`config.mk`:
```
export PLATFORM = sky130hd
export DESIGN_NAME = cr_had_bkpt_mch_flat
export DESIGN_NICKNAME = d
export VERILOG_FILES = /design/src/rtl/cr_had_bkpt_pkg.sv /design/src/rtl/cr_had_bkpt_mch_if.sv /design/src/rtl/cr_had_bkpt_ch.sv /design/src/rtl/cr_had_bkpt_mch.sv /design/src/flat_wrapper.sv
export SDC_FILE = /design/constraint.sdc
export NUM_CORES = 1
export LEC_CHECK = 0
export BUFFER_PORTS_ARGS = -buffer_cell sky130_fd_sc_hd__buf_2
export CORE_AREA = 2 2 128 130
export DETAILED_ROUTE_END_ITERATION = 7
export DIE_AREA = 0 0 130 132
export GPL_TIMING_DRIVEN = 0
export PLACE_DENSITY_LB_ADDON = 0.12
export SLEW_MARGIN = 25
export SYNTH_ARGS = -nofsm -noshare
export SYNTH_HDL_FRONTEND = slang
export SYNTH_SLANG_ARGS = --single-unit
```
`constraint.sdc`:
```
create_clock -name cpuclk -period 4.3 [get_ports cpuclk]
set_clock_uncertainty 0.1 [all_clocks]
set_input_delay 0.43 -clock cpuclk [delete_from_list [all_inputs] [get_ports cpuclk]]
set_output_delay 0.43 -clock cpuclk [all_outputs]
set_load 0.02 [all_outputs]
```
`src/rtl/cr_had_bkpt_pkg.sv`:
```
// Shared definitions for the multi-channel HAD breakpoint unit: channel mode
// encodings and the supported channel-count range.
package cr_had_bkpt_pkg;

  typedef enum logic [2:0] {
    BKPT_OFF    = 3'd0,
    BKPT_ANY    = 3'd1,
    BKPT_INST   = 3'd2,
    BKPT_DATA   = 3'd3,
    BKPT_CHGFLW = 3'd4,
    BKPT_ST     = 3'd5,
    BKPT_LD     = 3'd6,
    BKPT_RSVD   = 3'd7
  } bkpt_mode_e;

  localparam int NUM_CH_MIN = 1;
  localparam int NUM_CH_MAX = 8;

endpackage

```
`src/rtl/cr_had_bkpt_mch_if.sv`:
```
// Bundle of regs/ifu/lsu/iu inputs and debug-request/status outputs of the
// breakpoint unit; master drives the core side, slave is the breakpoint unit.
interface cr_had_bkpt_mch_if #(
  parameter int NUM_CH = 4,
  parameter int ADDR_W = 32,
  parameter int MASK_W = 8,
  parameter int CNT_W  = 8
);
  logic [NUM_CH*ADDR_W-1:0] regs_bkpt_base;
  logic [NUM_CH*MASK_W-1:0] regs_bkpt_mask;
  logic [NUM_CH*3-1:0]      regs_bkpt_ctrl;
  logic [NUM_CH-1:0]        regs_bkpt_chain;
  logic [NUM_CH*CNT_W-1:0]  regs_bkpt_cnt;
  logic [NUM_CH-1:0]        regs_bkpt_cnt_load;
  logic [NUM_CH-1:0]        regs_bkpt_hit_clr;
  logic [ADDR_W-1:0]        ifu_had_match_pc;
  logic                     ifu_had_split_first;
  logic                     ifu_had_chg_flw_inst;
  logic                     ifu_had_fetch_expt_vld;
  logic                     ifu_had_inst_dbg_disable;
  logic [ADDR_W-1:0]        lsu_had_addr;
  logic                     lsu_had_addr_vld;
  logic                     lsu_had_ex_cmplt;
  logic                     lsu_had_st;
  logic                     iu_had_xx_retire;
  logic                     iu_had_xx_retire_normal;
  logic                     iu_had_xx_mldst;
  logic                     iu_had_expt_vld;
  logic                     iu_had_flush;
  logic                     iu_yy_xx_dbgon;
  logic                     had_core_dbg_mode_req;
  // Both requests are single-cycle combinational pulses with no handshake:
  // ctrl samples them in the cycle they are high and nothing is held for it.
  logic                     bkpt_ctrl_inst_fetch_dbq_req;
  logic                     bkpt_ctrl_req;
  logic [NUM_CH-1:0]        bkpt_hit_sts;
  logic [NUM_CH*CNT_W-1:0]  bkpt_cnt_val;

  modport master (
    output regs_bkpt_base, regs_bkpt_mask, regs_bkpt_ctrl, regs_bkpt_chain,
           regs_bkpt_cnt, regs_bkpt_cnt_load, regs_bkpt_hit_clr,
           ifu_had_match_pc, ifu_had_split_first, ifu_had_chg_flw_inst,
           ifu_had_fetch_expt_vld, ifu_had_inst_dbg_disable,
           lsu_had_addr, lsu_had_addr_vld, lsu_had_ex_cmplt, lsu_had_st,
           iu_had_xx_retire, iu_had_xx_retire_normal, iu_had_xx_mldst,
           iu_had_expt_vld, iu_had_flush, iu_yy_xx_dbgon, had_core_dbg_mode_req,
    input  bkpt_ctrl_inst_fetch_dbq_req, bkpt_ctrl_req, bkpt_hit_sts, bkpt_cnt_val
  );

  modport slave (
    input  regs_bkpt_base, regs_bkpt_mask, regs_bkpt_ctrl, regs_bkpt_chain,
           regs_bkpt_cnt, regs_bkpt_cnt_load, regs_bkpt_hit_clr,
           ifu_had_match_pc, ifu_had_split_first, ifu_had_chg_flw_inst,
           ifu_had_fetch_expt_vld, ifu_had_inst_dbg_disable,
           lsu_had_addr, lsu_had_addr_vld, lsu_had_ex_cmplt, lsu_had_st,
           iu_had_xx_retire, iu_had_xx_retire_normal, iu_had_xx_mldst,
           iu_had_expt_vld, iu_had_flush, iu_yy_xx_dbgon, had_core_dbg_mode_req,
    output bkpt_ctrl_inst_fetch_dbq_req, bkpt_ctrl_req, bkpt_hit_sts, bkpt_cnt_val
  );
endinterface

```
`src/rtl/cr_had_bkpt_ch.sv`:
```
// One breakpoint channel: address compare, mode decode, pass counter,
// data-address valid latch and deferred (multi load/store) request flop.
module cr_had_bkpt_ch
  import cr_had_bkpt_pkg::*;
#(
  parameter int ADDR_W = 32,
  parameter int MASK_W = 8,
  parameter int CNT_W  = 8
) (
  input  logic              cpuclk,
  input  logic              hadrst,
  input  logic [ADDR_W-1:0] base,
  input  logic [MASK_W-1:0] mask,
  input  logic [2:0]        ctrl,
  input  logic [CNT_W-1:0]  cnt_ld_val,
  input  logic              cnt_load,
  input  logic [ADDR_W-1:0] pc,
  input  logic              split_first,
  input  logic              chg_flw,
  input  logic              dbg_mode_req,
  input  logic [ADDR_W-1:0] daddr,
  input  logic              addr_vld,
  input  logic              ex_cmplt,
  input  logic              st,
  input  logic              retire,
  input  logic              mldst,
  input  logic              expt_vld,
  input  logic              flush,
  input  logic              armed,
  input  logic              chained,
  input  logic              inst_gate,
  input  logic              data_gate,
  output logic              fire,
  output logic              inst_req,
  output logic              data_req,
  output logic [CNT_W-1:0]  cnt
);

  localparam logic [ADDR_W-MASK_W-1:0] HI_ONES = '1;

  logic [ADDR_W-1:0] full_mask;
  logic pc_match, data_match, inst_mode, data_mode;
  logic inst_hit, data_occ, qual, cnt_zero, pend, vld_latch, pend_rel, pend_set;

  assign full_mask  = {HI_ONES, mask};
  assign pc_match   = (pc & full_mask) == base;
  assign data_match = (daddr & full_mask) == base;

  always_comb begin
    inst_mode = 1'b0;
    data_mode = 1'b0;
    case (bkpt_mode_e'(ctrl))
      BKPT_ANY:    begin inst_mode = 1'b1; data_mode = 1'b1; end
      BKPT_INST:   inst_mode = 1'b1;
      BKPT_DATA:   data_mode = 1'b1;
      BKPT_CHGFLW: inst_mode = chg_flw;
      BKPT_ST:     data_mode = st;
      BKPT_LD:     data_mode = !st;
      default:     ;
    endcase
  end

  assign inst_hit = pc_match && inst_mode && split_first && !dbg_mode_req && armed;
  // The latch remembers an address match whose retire arrives in a later cycle.
  assign data_occ = ((data_match && addr_vld) || vld_latch) && retire && data_mode && armed;
  assign qual     = inst_hit || data_occ;
  assign cnt_zero = (cnt == '0);
  assign fire     = qual && cnt_zero;

  assign inst_req = inst_hit && cnt_zero && !chained && inst_gate;
  assign pend_rel = pend && retire && !mldst;
  assign pend_set = data_occ && cnt_zero && !chained && mldst;
  assign data_req = ((data_occ && cnt_zero && !chained && !mldst) || pend_rel) && data_gate;

  always_ff @(posedge cpuclk or posedge hadrst) begin
    if (hadrst) begin
      cnt       <= '0;
      pend      <= 1'b0;
      vld_latch <= 1'b0;
    end else begin
      if (cnt_load)
        cnt <= cnt_ld_val;
      else if (qual && !cnt_zero)
        cnt <= cnt - CNT_W'(1);
      if (ex_cmplt || flush)
        vld_latch <= 1'b0;
      else if (data_match && addr_vld)
        vld_latch <= 1'b1;
      if (expt_vld || data_req)
        pend <= 1'b0;
      else if (pend_set)
        pend <= 1'b1;
    end
  end

endmodule

```
`src/rtl/cr_had_bkpt_mch.sv`:
```
// Multi-channel HAD breakpoint unit: channel array, arm chaining between
// neighbouring channels, request OR-reduction and sticky hit status.
module cr_had_bkpt_mch
  import cr_had_bkpt_pkg::*;
#(
  parameter int NUM_CH = 4,
  parameter int ADDR_W = 32,
  parameter int MASK_W = 8,
  parameter int CNT_W  = 8
) (
  input  logic           cpuclk,
  input  logic           hadrst,
  cr_had_bkpt_mch_if.slave bus
);

  if (NUM_CH < NUM_CH_MIN || NUM_CH > NUM_CH_MAX) begin : g_bad_num_ch
    $error("cr_had_bkpt_mch: NUM_CH out of range");
  end

  // The last channel has no successor, so its chain bit is dropped.
  localparam logic [NUM_CH-1:0] CHAIN_OK = {NUM_CH{1'b1}} >> 1;

  logic [NUM_CH-1:0]       chain_eff, armed, arm_q, arm_set, fire, inst_req, data_req, ch_req;
  logic [NUM_CH-1:0]       hit_sts;
  logic [NUM_CH*CNT_W-1:0] cnt_val;
  logic                    inst_gate, data_gate;

  assign chain_eff = bus.regs_bkpt_chain & CHAIN_OK;
  assign armed     = ~(chain_eff << 1) | arm_q;
  assign arm_set   = (fire & chain_eff) << 1;
  assign ch_req    = inst_req | data_req;
  assign inst_gate = !bus.ifu_had_fetch_expt_vld && !bus.ifu_had_inst_dbg_disable && !bus.iu_yy_xx_dbgon;
  assign data_gate = bus.iu_had_xx_retire_normal && !bus.iu_yy_xx_dbgon;

  for (genvar g = 0; g < NUM_CH; g++) begin : g_ch
    cr_had_bkpt_ch #(.ADDR_W(ADDR_W), .MASK_W(MASK_W), .CNT_W(CNT_W)) u_ch (
      .cpuclk       (cpuclk),
      .hadrst       (hadrst),
      .base         (bus.regs_bkpt_base[g*ADDR_W +: ADDR_W]),
      .mask         (bus.regs_bkpt_mask[g*MASK_W +: MASK_W]),
      .ctrl         (bus.regs_bkpt_ctrl[g*3 +: 3]),
      .cnt_ld_val   (bus.regs_bkpt_cnt[g*CNT_W +: CNT_W]),
      .cnt_load     (bus.regs_bkpt_cnt_load[g]),
      .pc           (bus.ifu_had_match_pc),
      .split_first  (bus.ifu_had_split_first),
      .chg_flw      (bus.ifu_had_chg_flw_inst),
      .dbg_mode_req (bus.had_core_dbg_mode_req),
      .daddr        (bus.lsu_had_addr),
      .addr_vld     (bus.lsu_had_addr_vld),
      .ex_cmplt     (bus.lsu_had_ex_cmplt),
      .st           (bus.lsu_had_st),
      .retire       (bus.iu_had_xx_retire),
      .mldst        (bus.iu_had_xx_mldst),
      .expt_vld     (bus.iu_had_expt_vld),
      .flush        (bus.iu_had_flush),
      .armed        (armed[g]),
      .chained      (chain_eff[g]),
      .inst_gate    (inst_gate),
      .data_gate    (data_gate),
      .fire         (fire[g]),
      .inst_req     (inst_req[g]),
      .data_req     (data_req[g]),
      .cnt          (cnt_val[g*CNT_W +: CNT_W])
    );
  end

  always_ff @(posedge cpuclk or posedge hadrst) begin
    if (hadrst) begin
      arm_q   <= '0;
      hit_sts <= '0;
    end else begin
      arm_q   <= (arm_q | arm_set) & ~(ch_req | {NUM_CH{bus.iu_had_expt_vld}});
      hit_sts <= (hit_sts & ~bus.regs_bkpt_hit_clr) | ch_req;
    end
  end

  assign bus.bkpt_ctrl_inst_fetch_dbq_req = |inst_req;
  assign bus.bkpt_ctrl_req                = |data_req;
  assign bus.bkpt_hit_sts                 = hit_sts;
  assign bus.bkpt_cnt_val                 = cnt_val;

endmodule

```
`src/flat_wrapper.sv`:
```
// flat-port wrapper written by rule: the top's interface ports become plain ports
module cr_had_bkpt_mch_flat import cr_had_bkpt_pkg::*;
#(
  parameter int NUM_CH = 4,
  parameter int ADDR_W = 32,
  parameter int MASK_W = 8,
  parameter int CNT_W  = 8
)
  (cpuclk, hadrst, bus_regs_bkpt_base, bus_regs_bkpt_mask, bus_regs_bkpt_ctrl, bus_regs_bkpt_chain, bus_regs_bkpt_cnt, bus_regs_bkpt_cnt_load, bus_regs_bkpt_hit_clr, bus_ifu_had_match_pc, bus_ifu_had_split_first, bus_ifu_had_chg_flw_inst, bus_ifu_had_fetch_expt_vld, bus_ifu_had_inst_dbg_disable, bus_lsu_had_addr, bus_lsu_had_addr_vld, bus_lsu_had_ex_cmplt, bus_lsu_had_st, bus_iu_had_xx_retire, bus_iu_had_xx_retire_normal, bus_iu_had_xx_mldst, bus_iu_had_expt_vld, bus_iu_had_flush, bus_iu_yy_xx_dbgon, bus_had_core_dbg_mode_req, bus_bkpt_ctrl_inst_fetch_dbq_req, bus_bkpt_ctrl_req, bus_bkpt_hit_sts, bus_bkpt_cnt_val);
  cr_had_bkpt_mch_if #(.NUM_CH(NUM_CH), .ADDR_W(ADDR_W), .MASK_W(MASK_W), .CNT_W(CNT_W)) bus_i ();
  input  logic cpuclk;
  input  logic hadrst;
  input wire logic [$bits(bus_i.regs_bkpt_base)-1:0] bus_regs_bkpt_base;
  input wire logic [$bits(bus_i.regs_bkpt_mask)-1:0] bus_regs_bkpt_mask;
  input wire logic [$bits(bus_i.regs_bkpt_ctrl)-1:0] bus_regs_bkpt_ctrl;
  input wire logic [$bits(bus_i.regs_bkpt_chain)-1:0] bus_regs_bkpt_chain;
  input wire logic [$bits(bus_i.regs_bkpt_cnt)-1:0] bus_regs_bkpt_cnt;
  input wire logic [$bits(bus_i.regs_bkpt_cnt_load)-1:0] bus_regs_bkpt_cnt_load;
  input wire logic [$bits(bus_i.regs_bkpt_hit_clr)-1:0] bus_regs_bkpt_hit_clr;
  input wire logic [$bits(bus_i.ifu_had_match_pc)-1:0] bus_ifu_had_match_pc;
  input wire logic [$bits(bus_i.ifu_had_split_first)-1:0] bus_ifu_had_split_first;
  input wire logic [$bits(bus_i.ifu_had_chg_flw_inst)-1:0] bus_ifu_had_chg_flw_inst;
  input wire logic [$bits(bus_i.ifu_had_fetch_expt_vld)-1:0] bus_ifu_had_fetch_expt_vld;
  input wire logic [$bits(bus_i.ifu_had_inst_dbg_disable)-1:0] bus_ifu_had_inst_dbg_disable;
  input wire logic [$bits(bus_i.lsu_had_addr)-1:0] bus_lsu_had_addr;
  input wire logic [$bits(bus_i.lsu_had_addr_vld)-1:0] bus_lsu_had_addr_vld;
  input wire logic [$bits(bus_i.lsu_had_ex_cmplt)-1:0] bus_lsu_had_ex_cmplt;
  input wire logic [$bits(bus_i.lsu_had_st)-1:0] bus_lsu_had_st;
  input wire logic [$bits(bus_i.iu_had_xx_retire)-1:0] bus_iu_had_xx_retire;
  input wire logic [$bits(bus_i.iu_had_xx_retire_normal)-1:0] bus_iu_had_xx_retire_normal;
  input wire logic [$bits(bus_i.iu_had_xx_mldst)-1:0] bus_iu_had_xx_mldst;
  input wire logic [$bits(bus_i.iu_had_expt_vld)-1:0] bus_iu_had_expt_vld;
  input wire logic [$bits(bus_i.iu_had_flush)-1:0] bus_iu_had_flush;
  input wire logic [$bits(bus_i.iu_yy_xx_dbgon)-1:0] bus_iu_yy_xx_dbgon;
  input wire logic [$bits(bus_i.had_core_dbg_mode_req)-1:0] bus_had_core_dbg_mode_req;
  output wire logic [$bits(bus_i.bkpt_ctrl_inst_fetch_dbq_req)-1:0] bus_bkpt_ctrl_inst_fetch_dbq_req;
  output wire logic [$bits(bus_i.bkpt_ctrl_req)-1:0] bus_bkpt_ctrl_req;
  output wire logic [$bits(bus_i.bkpt_hit_sts)-1:0] bus_bkpt_hit_sts;
  output wire logic [$bits(bus_i.bkpt_cnt_val)-1:0] bus_bkpt_cnt_val;
  assign bus_i.regs_bkpt_base = bus_regs_bkpt_base;
  assign bus_i.regs_bkpt_mask = bus_regs_bkpt_mask;
  assign bus_i.regs_bkpt_ctrl = bus_regs_bkpt_ctrl;
  assign bus_i.regs_bkpt_chain = bus_regs_bkpt_chain;
  assign bus_i.regs_bkpt_cnt = bus_regs_bkpt_cnt;
  assign bus_i.regs_bkpt_cnt_load = bus_regs_bkpt_cnt_load;
  assign bus_i.regs_bkpt_hit_clr = bus_regs_bkpt_hit_clr;
  assign bus_i.ifu_had_match_pc = bus_ifu_had_match_pc;
  assign bus_i.ifu_had_split_first = bus_ifu_had_split_first;
  assign bus_i.ifu_had_chg_flw_inst = bus_ifu_had_chg_flw_inst;
  assign bus_i.ifu_had_fetch_expt_vld = bus_ifu_had_fetch_expt_vld;
  assign bus_i.ifu_had_inst_dbg_disable = bus_ifu_had_inst_dbg_disable;
  assign bus_i.lsu_had_addr = bus_lsu_had_addr;
  assign bus_i.lsu_had_addr_vld = bus_lsu_had_addr_vld;
  assign bus_i.lsu_had_ex_cmplt = bus_lsu_had_ex_cmplt;
  assign bus_i.lsu_had_st = bus_lsu_had_st;
  assign bus_i.iu_had_xx_retire = bus_iu_had_xx_retire;
  assign bus_i.iu_had_xx_retire_normal = bus_iu_had_xx_retire_normal;
  assign bus_i.iu_had_xx_mldst = bus_iu_had_xx_mldst;
  assign bus_i.iu_had_expt_vld = bus_iu_had_expt_vld;
  assign bus_i.iu_had_flush = bus_iu_had_flush;
  assign bus_i.iu_yy_xx_dbgon = bus_iu_yy_xx_dbgon;
  assign bus_i.had_core_dbg_mode_req = bus_had_core_dbg_mode_req;
  assign bus_bkpt_ctrl_inst_fetch_dbq_req = bus_i.bkpt_ctrl_inst_fetch_dbq_req;
  assign bus_bkpt_ctrl_req = bus_i.bkpt_ctrl_req;
  assign bus_bkpt_hit_sts = bus_i.bkpt_hit_sts;
  assign bus_bkpt_cnt_val = bus_i.bkpt_cnt_val;
  cr_had_bkpt_mch #(.NUM_CH(NUM_CH), .ADDR_W(ADDR_W), .MASK_W(MASK_W), .CNT_W(CNT_W)) u_core (.cpuclk(cpuclk), .hadrst(hadrst), .bus(bus_i));
endmodule
```
==> results of run 1 <==
-- metrics by stage --
step	setup slack, ns	cells	hold WS [ns]
after floorplan	1.581	790	0.3945
after global placement	0.9075	1325	0.3864
after detailed placement	0.9336	1325	0.3777
after CTS	0.9252	1333	0.1374
after global routing	0.7834	1338	0.1643
final	0.8809	1341	0.1090
-- how the worst max path moves through the flow --
stage                              to  slack, ns  cells past startpoint
finish              bus_bkpt_ctrl_req       0.88                      9
global route        bus_bkpt_ctrl_req       0.78                     10
CTS                 bus_bkpt_ctrl_req       0.93                      9
detailed placement  bus_bkpt_ctrl_req       0.93                      9
global placement    bus_bkpt_ctrl_req       0.91                      9
floorplan           bus_bkpt_ctrl_req       1.58                      9
-- cell usage after synthesis (6+ instances only) --
| library cell | number |
|---|---|
| o211ai_1 | 7 |
| o21ai_0 | 29 |
| nor2_1 | 36 |
| xnor2_1 | 131 |
| nor4_1 | 21 |
| nand4_1 | 40 |
| clkbuf_1 | 20 |
| xor2_1 | 94 |
| nand2b_1 | 9 |
| or4_1 | 9 |
| dfrtp_1 | 47 |
| and2_1 | 6 |
| and3_1 | 26 |
| o22ai_1 | 11 |
| nor2b_1 | 9 |
| a21oi_1 | 36 |
| a31oi_1 | 20 |
| or3_1 | 16 |
| nor3_1 | 20 |
| inv_1 | 20 |
| nand3_1 | 23 |
| nand2_1 | 67 |
-- sequential cells by signal (all words and copies together), names as in the netlist --
name,cells
u_core.arm_q,3
u_core.g_ch.u_ch.cnt,32
u_core.g_ch.u_ch.pend,4
u_core.g_ch.u_ch.vld_latch,4
u_core.bus.bkpt_hit_sts,4
-- final cells by class --
type,count,area share (%)
diodes,8,0.2432
plain buffers,23,1.216
flip-flops and latches,47,14.29
multi-input cells,700,58.88
repair buffers,319,19.40
inverters,20,0.9424
clock buffers,5,1.520
well taps,216,3.283
clock inverters,3,0.2280
-- power groups by stage --
stage	Clock [mW]	Combinational [mW]	Sequential, mW
6_report	0.402	0.709	0.502
3_3_place_gp	0	0.694	0.510
2_1_floorplan	0	0.316	0.538
4_1_cts	0.413	0.700	0.502
3_5_place_dp	0	0.696	0.510
5_1_grt	0.435	0.766	0.508
-- logic make-up after synthesis --
kind of cell,count (synthesis),synth area share [%]
buffers and inverters,43,2.826
adder cells (fa/ha/maj),4,0.8075
flip-flops,47,18.97
XOR/XNOR,225,31.79
AO/OA/AOI/OAI,152,16.19
AND/OR/NAND/NOR,319,29.41
-- metal layers --
layer	GRT usage (%)	share of wire [%]
met3	6.250	8.2
met1	37.71	39
met5	0	0.047
met2	55.00	49
met4	13.02	3.7
-- worst max-delay path, delay by kind of cell --
family | cells | cell delay, ns
and+or+nand+nor | 4 | 1.27
AOI/OAI and AO/OA | 2 | 0.59
buffers and inverters | 2 | 0.42
xor gates and xnor gates | 1 | 0.16
==> results.toml, run 1 <==
[synthesis]
synthArstFlopShare_pct = 100.0
synth_cell_types = 62
synthTopCellsByArea = "dfrtp_1, xnor2_1, xor2_1"
synth_top_area_share_pct = 18.97
synth_warnings = 0
synth_seq_area_share_pct = 18.97
syn_nets = 1090
synth-edff-count = 0
syn_area_um2 = 6198
yosysTopAreaCell = "dfrtp_1"
ys_ff_latch = 47
synthCells = 790
syn-mean-instance-area_um2 = 7.846
synth_flop_cell = "dfrtp_1"

[timing]
setup_violations = 0
maxSlewViolCount = 0
tightest_slew_ns = 0.9155
finalSetupTns_ns = 0
slew-limit-headroom_pct = 38.50
finalCritPeriodShare_pct = 79.51
fmax_mhz = 292.5
min_period_ns = 3.419
rsz0062_at_grt = "false"
hold_viol = 0

[cells_and_area]
mostFrequentLayoutCells = "buf_2, xnor2_1, xor2_1"
final_common_cell = "buf_2"
areaGrowthSynthToFinish_pct = 32.80
fillCellCount = 1662
drive_gt1_share_pct = 31.24
postLayoutCellArea_um2 = 8232
multiInputGateArea_um2 = 4847
final_util_pct = 52.39
final_nets = 1416
final-seq-area_um2 = 1176

[cts]
cts_buffers = 5
clk_root_buffer_cell = "clkbuf_16"
clk_pin_slew_ns = 0.07
clockBufferDepth = 2
hold_buffers = 0
postCtsResizedCells = 0
post_cts_buffers = 0
h-tree-depth = 2
clock_latency_ns = 0.29
cts_tree = "built"
cts.sinks = 47

[placement]
io_buffers = 319
place_area_um2 = 8068
place_congestion = 0.9824
dp_hpwl_mm = 23.84

[worst_setup_path]
ff2ff_setup_slack_ns = 1.35
r2r-start = "u_core.arm_q[2]$_DFF_PP0_"
worstRegToRegCells = 8
endpoint_kind = "output pin"
required_ns = 3.77
critPathSlowestCell = "nor4_1"
critPathLaunchType = "input port"
crit_start = "bus_lsu_had_addr[28]"
critical_path_class = "in -> out"
r2r-end = "u_core.g_ch[2].u_ch.cnt[1]$_DFFE_PP0P_"
cpMostUsedCell = "nor4_1"
worstPathArrival_ns = 2.89
crit_chain = "clkbuf_1 -> xnor2_1 -> nand4_1 -> nor4_1 -> a41oi_1 -> nor4_1 -> o21ai_0 -> nand4b_1 -> buf_2"
critPathMaxFanout = 4
cp_slowest_stage_delay_ns = 0.47

[grt]
grt_pass1_wl_mm = 41.13
grt_pass1_vias = 7283
overflow = 0
grt_max_degree = 48
antenna_found_initial = 8
grt_use_total_pct = 31.65

[power_and_ir_drop]
power.switching_mw = 0.6230
power_density_nw_per_um2 = 195.9
peakVddDrop_mv = 0.1942
pwr-share-comb_pct = 43.9
power_frac_seq_pct = 31.1
sw_frac_of_total_pct = 38.63
p_leak_nw = 3.594
p_int_mw = 0.9897
finalPower_mw = 1.613
p_clk_share_pct = 24.9

[detailed_routing]
first_pass_iters = 5
drc_errors = 0
routedWlPerCell_um = 20.73
wirelength_mm = 27.80
vias = 7426
viasPerCell = 5.538
detail-route-antenna-nets = 0
initialDrtViolationCount = 577

[floorplan]
rows = 46
fp.coreArea_um2 = 15710
initial_core_util_pct = 39.45
ios = 334
die_x_um = 130
die_h_um = 132
dieArea_um2 = 17160

[worst_hold_path]
hp-class = "in -> async"

[status]
outcome = "finished, final reports clean"

[run]
cap_violations = 0
No activity file was read; power rests on OpenSTA's default activity.
==> inputs of run 2 (changes only) <==
==> constraint.sdc (replaced) <==
create_clock -name cpuclk -period 3.25 [get_ports cpuclk]
set_clock_uncertainty 0.1 [all_clocks]
set_input_delay 0.325 -clock cpuclk [delete_from_list [all_inputs] [get_ports cpuclk]]
set_output_delay 0.325 -clock cpuclk [all_outputs]
set_load 0.02 [all_outputs]
==> run 2 against run 1 <==
  * Combinational power is 32% higher
  * Total power up 32%
  * Highest routed layer unchanged
  * Largest power group unchanged
  * Critical endpoint is now bus_bkpt_ctrl_inst_fetch_dbq_req
  * Cell area grew 0.20%
  * Critical path type is now reg -> out
  * Clock power rose by 31%
==> results.toml, run 2 (synthesis gave the netlist of run 1 again) <==
[status]
outcome = "finished, final reports clean"

[cts]
clockBufferDepth = 2
clk_root_buffer_cell = "clkbuf_16"
cts.sinks = 47
cts_tree = "built"
cts_buffers = 5
post_cts_buffers = 0
clk_pin_slew_ns = 0.07
postCtsResizedCells = 0
clock_latency_ns = 0.29
hold_buffers = 0
h-tree-depth = 2

[timing]
hold_viol = 0
finalCritPeriodShare_pct = 97.09
finalSetupTns_ns = 0
setup_violations = 0
maxSlewViolCount = 0
slew-limit-headroom_pct = 38.34
fmax_mhz = 316.9
tightest_slew_ns = 0.9178
min_period_ns = 3.156
rsz0062_at_grt = "false"

[grt]
grt_pass1_wl_mm = 41.13
grt_max_degree = 48
antenna_found_initial = 8
grt_use_total_pct = 31.65
overflow = 0
grt_pass1_vias = 7283

[placement]
dp_hpwl_mm = 23.84
place_congestion = 0.9824
io_buffers = 319

[floorplan]
rows = 46
die_h_um = 132
initial_core_util_pct = 39.45
die_x_um = 130
fp.coreArea_um2 = 15710
ios = 334
dieArea_um2 = 17160

[cells_and_area]
final_common_cell = "buf_2"
multiInputGateArea_um2 = 4862
final_nets = 1416
largest_reg_flops = 32
mostFrequentLayoutCells = "buf_2, xnor2_1, xor2_1"
drive_gt1_share_pct = 31.60
areaGrowthSynthToFinish_pct = 33.06
final-seq-area_um2 = 1176
final_util_pct = 52.49
largest_register = "u_core.g_ch.u_ch.cnt"
fillCellCount = 1663

[worst_setup_path]
critPathLaunchType = "flip-flop"
worstPathArrival_ns = 2.73
endpoint_kind = "output pin"
required_ns = 2.82
critPathMaxFanout = 3
critical_path_class = "reg -> out"

[power_and_ir_drop]
p_leak_nw = 3.596
power_density_nw_per_um2 = 258.2
peakVddDrop_mv = 0.2548

[detailed_routing]
first_pass_iters = 5
wirelength_mm = 27.73
detail-route-antenna-nets = 0
drc_errors = 0
routedWlPerCell_um = 20.68
initialDrtViolationCount = 575
vias = 7445
viasPerCell = 5.552

[worst_hold_path]
hp-class = "in -> async"

[run]
cap_violations = 0
-- run 2: layer usage --
metal | share of wire [%] | wire length (µm) | GRT usage, % | vias up
met1 | 38 | 10500 | 37.71 | 3452
met4 | 3.9 | 1079 | 13.02 | 2
met2 | 50 | 13770 | 55.00 | 366
li1 | - | - | - | 3557
met5 | 0.047 | 13 | 0 | -
met3 | 8.5 | 2369 | 6.250 | 68
-- run 2: power breakdown --
part / switching (mW) / internal, mW / total [mW]
clock: 0.242 / 0.286 / 0.528
combinational: 0.535 / 0.402 / 0.937
sequential: 0.0431 / 0.621 / 0.664
-- run 2: final cells by class --
cell class / count / share of cell area, %
antenna: 8 / 0.2427
multi-input combinational: 700 / 58.95
buffer: 23 / 1.229
clock inverter: 3 / 0.2275
sequential: 47 / 14.26
tap: 216 / 3.277
inverter: 20 / 0.9405
clock buffer: 5 / 1.517
timing repair buffer: 319 / 19.36
-- run 2: path summary, 6_finish.rpt --
kind | cells past startpoint | endpoint | start | slack [ns]
worst max-delay path | 7 | bus_bkpt_ctrl_inst_fetch_dbq_req | u_core.arm_q[2]$_DFF_PP0_ | 0.09
worst min-delay path | 2 | u_core.g_ch[1].u_ch.cnt[5]$_DFFE_PP0P_ | hadrst | 0.005
worst max register to register | 8 | u_core.g_ch[2].u_ch.cnt[1]$_DFFE_PP0P_ | u_core.arm_q[2]$_DFF_PP0_ | 0.22
worst min register to register | 1 | u_core.bus.bkpt_hit_sts[1]$_DFF_PP0_ | u_core.bus.bkpt_hit_sts[1]$_DFF_PP0_ | 0.39
max in group asynchronous | 2 | u_core.g_ch[2].u_ch.cnt[7]$_DFFE_PP0P_ | hadrst | 2.62
min in group cpuclk | 2 | u_core.g_ch[1].u_ch.vld_latch$_DFFE_PP0P_ | bus_iu_had_flush | 0.13
-- run 2: through the flow --
step / instance area [µm²] / power [mW] / hold WS (ns) / worst slack, ns / instances
2_1_floorplan: 6198 / 1.130 / 0.2895 / 0.6364 / 790
3_3_place_gp: 8065 / 1.593 / 0.3864 / 0.04311 / 1325
3_5_place_dp: 8068 / 1.595 / 0.3528 / 0.05221 / 1325
4_1_cts: 8212 / 2.136 / 0.03241 / 0.05681 / 1333
5_1_grt: 8240 / 2.261 / 0.05933 / 0.02466 / 1338
6_report: 8248 / 2.130 / 0.005496 / 0.09449 / 1341
-- run 2: critical path, stage by stage (launching register included) --
cell and delay, ns:
dfrtp_1 0.35, nor2b_1 0.08, a2111oi_0 0.69, nand4_1 0.21, nor4_2 0.57, nand2_1 0.21
nand4_1 0.14, buf_2 0.18
